===== config.mk =====
export PLATFORM = sky130hd
export DESIGN_NAME = load_store_unit
export DESIGN_NICKNAME = d
export VERILOG_FILES = /design/src/rtl/lsu_pkg.sv /design/src/rtl/lsu_load_align.sv /design/src/rtl/load_store_unit.sv
export SDC_FILE = /design/constraint.sdc
export NUM_CORES = 1
export LEC_CHECK = 0
export CAP_MARGIN = 25
export CORE_AREA = 3 3 115 117
export DETAILED_ROUTE_END_ITERATION = 7
export DIE_AREA = 0 0 118 120
export PLACE_DENSITY_LB_ADDON = 0.12
export REMOVE_ABC_BUFFERS = 1
export SYNTH_ARGS = -nofsm -noshare
export SYNTH_HDL_FRONTEND = slang
export SYNTH_SLANG_ARGS = --single-unit

===== constraint.sdc =====
create_clock -name clk -period 3.7 [get_ports clk]
set_input_delay 0.555 -clock clk [delete_from_list [all_inputs] [get_ports clk]]
set_output_delay 0.555 -clock clk [all_outputs]
set_load 0.005 [all_outputs]

===== src/rtl/lsu_pkg.sv =====
// Shared types and helpers for the load/store unit.
// FSM encoding, access-size codes and store lane/byte-enable helpers.
package lsu_pkg;

    typedef enum logic [1:0] {
        IDLE = 2'd0,
        REQ  = 2'd1,
        WAIT = 2'd2,
        DONE = 2'd3
    } state_t;

    localparam logic [1:0] SZ_B = 2'd0;
    localparam logic [1:0] SZ_H = 2'd1;
    localparam logic [1:0] SZ_W = 2'd2;

    // Size code 3 is illegal and behaves exactly like a word everywhere.
    function automatic logic is_misaligned(input logic [1:0] size, input logic [1:0] a);
        case (size)
            SZ_B:    return 1'b0;
            SZ_H:    return a[0];
            default: return (a != 2'b00);
        endcase
    endfunction

    function automatic logic [3:0] store_be(input logic [1:0] size, input logic [1:0] a);
        case (size)
            SZ_B:    return 4'b0001 << a;
            SZ_H:    return 4'b0011 << a;
            default: return 4'b1111;
        endcase
    endfunction

    // Replicate the right-aligned store data into every lane so the
    // byte enables alone pick the destination bytes.
    function automatic logic [31:0] store_wdata(input logic [1:0] size, input logic [31:0] d);
        case (size)
            SZ_B:    return {4{d[7:0]}};
            SZ_H:    return {2{d[15:0]}};
            default: return d;
        endcase
    endfunction

endpackage


===== src/rtl/lsu_load_align.sv =====
// Load data alignment: picks the addressed byte/half lane out of the
// returned little-endian word and sign- or zero-extends it to 32 bits.
module lsu_load_align
    import lsu_pkg::*;
(
    input  logic [31:0] i_rdata,
    input  logic [1:0]  i_addr,
    input  logic [1:0]  i_size,
    input  logic        i_unsigned,
    output logic [31:0] o_data
);

    logic [7:0]  w_byte;
    logic [15:0] w_half;

    // Lane select followed by extension; purely combinational.
    always_comb begin
        w_byte = i_rdata[{i_addr, 3'b000} +: 8];
        w_half = i_rdata[{i_addr[1], 4'b0000} +: 16];
        case (i_size)
            SZ_B:    o_data = {{24{w_byte[7]  & ~i_unsigned}}, w_byte};
            SZ_H:    o_data = {{16{w_half[15] & ~i_unsigned}}, w_half};
            default: o_data = i_rdata;
        endcase
    end

endmodule


===== src/rtl/load_store_unit.sv =====
// Load/store unit: one execute-stage memory op -> one data-bus transaction.
// Stalls the pipeline while the bus is busy, aligns/extends load data,
// flags misaligned ops. Optional bus timeout enabled by LSU_TIMEOUT_EN.
module load_store_unit
    import lsu_pkg::*;
#(
    parameter int TIMEOUT_CYC = 15
) (
    input  logic        clk,
    input  logic        rst_n,
    input  logic        op_valid,
    input  logic        op_we,
    input  logic [1:0]  op_size,
    input  logic        op_unsigned,
    input  logic [31:0] op_addr,
    input  logic [31:0] op_wdata,
    output logic        stall,
    output logic [31:0] load_data,
    output logic        load_done,
    output logic        misalign_exc,
    output logic        bus_err,
    output logic        mem_req,
    output logic        mem_we,
    output logic [31:0] mem_addr,
    output logic [3:0]  mem_be,
    output logic [31:0] mem_wdata,
    input  logic        mem_gnt,
    input  logic        mem_rvalid,
    input  logic [31:0] mem_rdata
);

    state_t      r_state, w_next;
    logic        r_mem_req, r_mem_we, r_load_done, r_misal, r_bus_err;
    logic [31:0] r_mem_addr, r_mem_wdata, r_load_data;
    logic [3:0]  r_mem_be;
    // Access attributes kept for the aligner while the load is in flight.
    logic [1:0]  r_lo, r_size;
    logic        r_uns;

    logic        w_accept, w_misal, w_timeout, w_complete, w_err;
    logic [31:0] w_ext;

    assign w_accept = (r_state == IDLE) && op_valid;
    assign w_misal  = is_misaligned(op_size, op_addr[1:0]);

    lsu_load_align u_align (
        .i_rdata    (mem_rdata),
        .i_addr     (r_lo),
        .i_size     (r_size),
        .i_unsigned (r_uns),
        .o_data     (w_ext)
    );

`ifdef LSU_TIMEOUT_EN
    localparam int CW = (TIMEOUT_CYC < 2) ? 1 : $clog2(TIMEOUT_CYC);
    logic [CW-1:0] r_cnt;

    // Cycles spent in REQ+WAIT for the current op; cleared while idle so
    // it starts from zero on entry to REQ.
    always_ff @(posedge clk or negedge rst_n) begin
        if (!rst_n)
            r_cnt <= '0;
        else if (r_state == IDLE)
            r_cnt <= '0;
        else if (r_state == REQ || r_state == WAIT)
            r_cnt <= r_cnt + CW'(1);
    end

    assign w_timeout = (r_state == REQ || r_state == WAIT) &&
                       (r_cnt == CW'(TIMEOUT_CYC - 1));
`else
    assign w_timeout = 1'b0;
`endif

    // A real completion in the last allowed cycle wins over the timeout.
    assign w_complete = (r_state == REQ && mem_gnt) || (r_state == WAIT && mem_rvalid);
    assign w_err      = w_timeout && !w_complete;

    // Next-state logic.
    always_comb begin
        w_next = r_state;
        case (r_state)
            IDLE: if (op_valid) w_next = w_misal ? DONE : REQ;
            REQ:  if (mem_gnt)  w_next = r_mem_we ? DONE : WAIT;
                  else if (w_timeout) w_next = DONE;
            WAIT: if (mem_rvalid || w_timeout) w_next = DONE;
            DONE: w_next = IDLE;
            default: w_next = IDLE;
        endcase
    end

    // State plus registered outputs derived from the next state, so every
    // output except stall comes straight from a flop.
    always_ff @(posedge clk or negedge rst_n) begin
        if (!rst_n) begin
            r_state     <= IDLE;
            r_mem_req   <= 1'b0;
            r_load_done <= 1'b0;
            r_misal     <= 1'b0;
            r_bus_err   <= 1'b0;
        end else begin
            r_state     <= w_next;
            r_mem_req   <= (w_next == REQ);
            r_load_done <= (w_next == DONE);
            r_misal     <= w_accept && w_misal;
            r_bus_err   <= w_err;
        end
    end

    // Bus request fields captured once at accept and held through REQ.
    always_ff @(posedge clk or negedge rst_n) begin
        if (!rst_n) begin
            r_mem_we    <= 1'b0;
            r_mem_addr  <= '0;
            r_mem_be    <= '0;
            r_mem_wdata <= '0;
            r_lo        <= '0;
            r_size      <= '0;
            r_uns       <= 1'b0;
        end else if (w_accept && !w_misal) begin
            r_mem_we    <= op_we;
            r_mem_addr  <= {op_addr[31:2], 2'b00};
            r_mem_be    <= op_we ? store_be(op_size, op_addr[1:0]) : 4'b1111;
            r_mem_wdata <= store_wdata(op_size, op_wdata);
            r_lo        <= op_addr[1:0];
            r_size      <= op_size;
            r_uns       <= op_unsigned;
        end
    end

    // Load result only changes on a successful read return.
    always_ff @(posedge clk or negedge rst_n) begin
        if (!rst_n)
            r_load_data <= '0;
        else if (r_state == WAIT && mem_rvalid)
            r_load_data <= w_ext;
    end

    assign stall        = (r_state == REQ) || (r_state == WAIT) || w_accept;
    assign load_data    = r_load_data;
    assign load_done    = r_load_done;
    assign misalign_exc = r_misal;
    assign bus_err      = r_bus_err;
    assign mem_req      = r_mem_req;
    assign mem_we       = r_mem_we;
    assign mem_addr     = r_mem_addr;
    assign mem_be       = r_mem_be;
    assign mem_wdata    = r_mem_wdata;

endmodule


Word level (Yosys, flattened, before mapping) --
Index checks and enable logic that the tools add are counted.
Word-level totals: bits of input ports 105, register bits 109, logic and storage cells 48, output and inout bits 106
Cells by class: shifts and indexed selects 4, eq/ne operators 7, multiplexer cells 11, reductions and logical operators 11, bitwise operators 3
Operators with widths (count):
- $pmux W32 S2 | 2
- $shiftx A32 B6 Y16 | 1
- $shiftx A32 B6 Y8 | 1
- $eq A2 B1 Y1 const B | 4
- $mux W2 | 4
- $pmux W2 S4 | 1
- $pmux W4 S2 | 1
- $eq A2 B2 Y1 const B | 3
- $logic_not A2 Y1 | 3
- $logic_and A1 B1 Y1 | 4
- $mux W4 | 1
- $shl A1 B2 Y4 const A | 1
- $shl A2 B2 Y4 const A | 1
- $and A1 B1 Y1 | 2
- $logic_or A1 B1 Y1 | 2
- $pmux W1 S2 | 1
- $reduce_bool A2 Y1 | 1
- $logic_not A1 Y1 | 1
- $mux W1 | 1
- $not A1 Y1 | 1

Logic depth before layout (Yosys ltp) --
depth in word-level cells 6, gate-level depth with buffers 8, depth with buffers taken out 6

Modules after synthesis --
Synthesis repeated with hierarchy kept, for this count alone.
Unflattened totals: cell total of the unflattened synthesis 446, area total of the unflattened synthesis 5258.8 um^2
Modules (own cells, without submodules):
- load_store_unit | cells each 329, sequential area each 2727.6 um^2, times used 1, area each 4544.4 um^2
- lsu_load_align | cells each 117, sequential area each 0.0 um^2, times used 1, area each 714.4 um^2

Least setup slack after synthesis --
Ideal clock, no wire load.
path kind input-to-reg, from input op_size[1], to register r_mem_addr[10] (netlist: mem_addr[10]), buffers on the path 3, slack 2.044 ns, cell stages on the path 6, arrival 1.531 ns, required time 3.575 ns, setup time 0.125 ns, cell sequence buf_2 > o21ai_2 > nand4_1 > buf_4 > buf_6 > mux2_4
Between the ends: cells in the longest elaborated chain, start to end 4, elaborated cells on any way between the ends 5, those cells by class eq/ne: 1; mux: 1; reduce/logical: 3
Ends and longest elaborated chain:
- start, declared | RTL line load_store_unit.sv:13 | input logic [1:0] op_size,
- $eq A2 B1 Y1 / $logic_not A2 Y1 (equally long branches) | RTL line lsu_pkg.sv:18 | case (size)
- $pmux W1 S2 (*) | RTL line lsu_pkg.sv:18
- $logic_not A1 Y1 (*) | RTL line load_store_unit.sv:120 | end else if (w_accept && !w_misal) begin
- $logic_and A1 B1 Y1 (*) | RTL line load_store_unit.sv:120
- end signal, assigned | RTL line load_store_unit.sv:122 | r_mem_addr <= {op_addr[31:2], 2'b00};
- end, declared | RTL line load_store_unit.sv:34 | logic [31:0] r_mem_addr, r_mem_wdata, r_load_data;
Mark *: on every way between the ends. The rest lies on a longest branch, timed or not. A chain may end at the register's enable or synchronous reset.

Worst setup path after layout --
from input op_valid, to output stall
Between the ends: cells in the longest elaborated chain, start to end 2
Ends and longest elaborated chain:
- start, declared | RTL line load_store_unit.sv:11 | input logic op_valid,
- $logic_and A1 B1 Y1 | RTL line load_store_unit.sv:43 | assign w_accept = (r_state == IDLE) && op_valid;
- $logic_or A1 B1 Y1 | RTL line load_store_unit.sv:139 | assign stall = (r_state == REQ) || (r_state == WAIT) || w_accept;
- end, declared | RTL line load_store_unit.sv:17 | output logic stall,
No other way between the ends.

==> results.txt <==
----------------------------------------------------
[Status]
  Status ... completed

[Synthesis]
  Synth area leader ... sky130_fd_sc_hd__dfrtp_1
  Post-Synthesis Cell Area ... 0.00551 mm^2
  Count of distinct cell types in the synthesized netlist ... 40
  Area share of the leading cell type in the synthesized netlist ... 0.495
  Register bit count reported by yosys ... 109
  Cell types with the largest area share after synthesis ... sky130_fd_sc_hd__dfrtp_1 50%, sky130_fd_sc_hd__mux2_4 11%, sky130_fd_sc_hd__mux2i_1 6.0%
  Avg Cell Area, Syn ... 10.9 um^2
  Synthesized netlist cell count ... 505
  Yosys synthesis warning count ... 0
  Fraction of the yosys area taken by sequential cells ... 0.495

[Timing]
  Highest clock rate ... 0.428 GHz
  Final Cycle Share ... 0.632
  Number of max-slew violations in the final report ... 0
  Measured slew at the worst slew-check pin ... 0.721 ns
  Unrepaired setup endpoints after global routing ... false
  Worst Skew ... about 0.0054 ns
  Total count of hold-check failures in the final report ... 0
  Remaining max-slew budget at the tightest pin ... 0.519
  Setup violators final ... 0
  Final worst path period need ... 2.34 ns

[Floorplan]
  Die ar. ... 0.0142 mm^2
  Placement Rows ... 41
  Initial core utilization ... 0.442
  Die width ... 118 um
  Die height ... 120 um
  Number of top-level pins ... ~210
  Core region area ... around 0.012 mm^2

[Setup path]
  Endpoint class of the critical path ... output pin
  Required time at the worst-slack endpoint ... around 3.1 ns
  Element type at the critical path start ... input pin
  R2r startpoint ... r_state[0]
  Worst reg2reg setup slack ... 1.47 ns
  Worst Setup EP ... stall
  CP Max Fanout ... 5
  Timing startpoint of the critical path ... op_valid
  Path depth of the worst reg2reg path ... 6
  Reg-to-Reg End ... load_data[25]
  Data arrival time of the worst path ... 1.78 ns
  Type of the setup path with the least slack ... input pin to output pin

[Clocking]
  Bufs on Longest Clock Path ... 2
  Clock tree from TritonCTS ... done
  Total clock buffers created by CTS ... 9
  Number of hold-repair buffers added at the cts stage ... 0
  Postcts setup bufs ... 0
  Cells resized by post-CTS repair ... 0
  CTS H-Tree Depth ... 3
  Clock Root Buffer ... sky130_fd_sc_hd__clkbuf_16
  Clock Sink Count ... 109
  Clock-pin slew of the registers on the worst-case setup and hold paths ... 0.07 ns
  Latest clock arrival within the worst-skew pair ... 0.34 ns

[Finish]
  Multi-input logic area ... ~0.0025 mm^2
  Layout fillers ... 1,042
  Total non-filler cell area in the finished layout ... ~0.008 mm^2
  Commonest cells after routing, fill and taps aside ... 206 x sky130_fd_sc_hd__clkdlybuf4s50_1, 109 x sky130_fd_sc_hd__dfrtp_1, 50 x sky130_fd_sc_hd__nor2_1, 50 x sky130_fd_sc_hd__nand2_1, 45 x sky130_fd_sc_hd__a21oi_1
  NumNets Final ... approximately 800
  Ant. Diodes ... 0
  Layout cells sized above 1 ... 0.125
  Fin util ... 0.640
  Most common library cell in the layout ignoring fill and taps ... sky130_fd_sc_hd__clkdlybuf4s50_1
  Footprint of the flip-flops and latches ... between 0.002 and 0.003 mm^2
  Area grow syn2layout ... 44.8%

[GRT]
  Via count of the first global-routing pass ... ~4,500
  Overall track demand over capacity in global routing ... 0.206
  Global-route wire length before repair ... between 20,000 and 25,000 um
  GR Overflow Total ... 0
  Pin count of the biggest net entering global routing ... 64
  Number of antenna violations at the first check in global routing ... 0

[Power and ir drop]
  Sw Share ... 0.325
  Share of total power in sequential cells ... 0.365
  Internal power component ... just over 4000 uW
  Power density of the placed cells ... roughly 750 mW/mm^2
  Maximum ir drop on the vdd rail ... 0.394 mV
  Clock group share of total power ... 0.155
  Leak Pwr ... 0.00351 uW
  Psw ... ~2000 uW
  Total design power ... 6010 uW
  Portion of total power attributed to combinational logic ... 0.479

[Route]
  Vias per std cell ... 5.10
  ANT nets after route ... 0
  Number of design rule violations left after detail routing ... 0
  Routed wire length ... 14,400 um
  Via total after detailed routing ... 4,459
  Average wire per standard cell ... 16.5 um
  Length of the first detailed-routing pass in iterations ... 4
  Iter 0 DRT Violations ... 331

[Place]
  Count of input and output buffers ... roughly 210
  Post-Place Cell Area ... 0.00766 mm^2
  Routability cong. ... just under 0.8
  Detailed Place HPWL ... 10,500 um

[Job]
  MaxCap Viol Count ... 0

[Hold path]
  Classification of the worst-slack hold path ... input pin to async pin

----------------------------------------------------
per-layer routing:
metal,vias up,wire length [um],global-route usage
met5,-,0,0
met4,0,250,0.0777
met3,19,1060,0.0664
met2,152,6800,0.325
met1,2137,6340,0.267
li1,2151,-,-
Yosys cell counts (all sizes together):
| cell type | number |
|---|---|
| a2111oi | 7 |
| a211oi | 16 |
| a21o | 2 |
| a21oi | 45 |
| a311o | 1 |
| a31oi | 2 |
| and2 | 9 |
| and3 | 8 |
| and4b | 1 |
| buf | 29 |
| clkbuf | 9 |
| conb | 1 |
| dfrtp | 109 |
| ha | 5 |
| inv | 6 |
| mux2 | 45 |
| mux2i | 33 |
| nand2 | 50 |
| nand2b | 9 |
| nand3b | 8 |
| nand4 | 1 |
| nor2 | 51 |
| nor2b | 1 |
| nor3 | 2 |
| nor3b | 1 |
| nor4 | 2 |
| o211ai | 1 |
| o21a | 2 |
| o21ai | 43 |
| o22ai | 2 |
| o311a | 1 |
| o31ai | 1 |
| o32a | 1 |
| or3b | 1 |
metrics by stage:
stage | std cells | hold slack (ns) | setup slack, ns | setup TNS (ns)
after global placement | 858 | 0.461 | 1.07 | 0
after detailed placement | 858 | 0.470 | 1.05 | 0
final | 875 | 0.223 | 1.36 | 0
after floorplan | 469 | 0.259 | -1.26 | -78.06
after CTS | 874 | 0.231 | 1.35 | 0
after global routing | 875 | 0.265 | 1.27 | 0
power by group through the flow:
| stage | logic (uW) | clock network [uW] | registers (uW) |
|---|---|---|---|
| floorplan | 1230 | 0 | 2240 |
| detailed placement | 2840 | 0 | 2230 |
| global route | 3150 | 1010 | 2280 |
| global placement | 2770 | 0 | 2230 |
| finish | 2880 | 934 | 2200 |
| CTS | 2850 | 962 | 2230 |
area by class of cell:
| class | instances | area share |
|---|---|---|
| Clock buffer | 10 | 0.0300 |
| Clock inverter | 6 | 0.00596 |
| Inverter | 6 | 0.00282 |
| Multi-Input combinational cell | 354 | 0.317 |
| Sequential cell | 109 | 0.342 |
| Tap cell | 172 | 0.0270 |
| Timing Repair Buffer | 218 | 0.276 |
logic make-up (layout without fill, tap and decap cells):
| group | Yosys count | after routing | share of synthesized area |
|---|---|---|---|
| AO/OA/AOI/OAI | 124 | 124 | 0.143 |
| adder cells (fa/ha/maj) | 5 | 5 | 0.0114 |
| buffers and inverters | 44 | 240 | 0.0475 |
| flip-flops | 109 | 109 | 0.495 |
| multiplexers | 78 | 78 | 0.181 |
| other | 1 | 3 | 0.000681 |
| AND/OR/NAND/NOR | 144 | 144 | 0.121 |
registers in the layout, indices dropped and copies added, names as in the netlist:
register,flops
r_state,2
mem_be,4
mem_req,1
misalign_exc,1
mem_addr,30
r_lo,2
r_size,2
mem_we,1
mem_wdata,32
load_done,1
r_uns,1
load_data,32
worst min-delay path by stage:
stage | startpoint | slack (ns) | cells past startpoint | end
after floorplan | rst_n | 0.26 | 0 | load_data[0]
after global routing | rst_n | 0.26 | 1 | load_data[18]
after detailed placement | mem_wdata[8] | 0.47 | 2 | mem_wdata[8]
after CTS | rst_n | 0.23 | 1 | load_data[18]
final | rst_n | 0.22 | 1 | load_data[2]
after global placement | mem_wdata[10] | 0.46 | 2 | mem_wdata[10]
worst max-delay path, cell delays in order:
cell and delay (ns):
sky130_fd_sc_hd__clkdlybuf4s50_1 0.55, sky130_fd_sc_hd__nand2_1 0.10, sky130_fd_sc_hd__nand2b_1 0.08, sky130_fd_sc_hd__clkdlybuf4s50_1 0.49
Note: power is estimated with default switching activity, not from simulation.
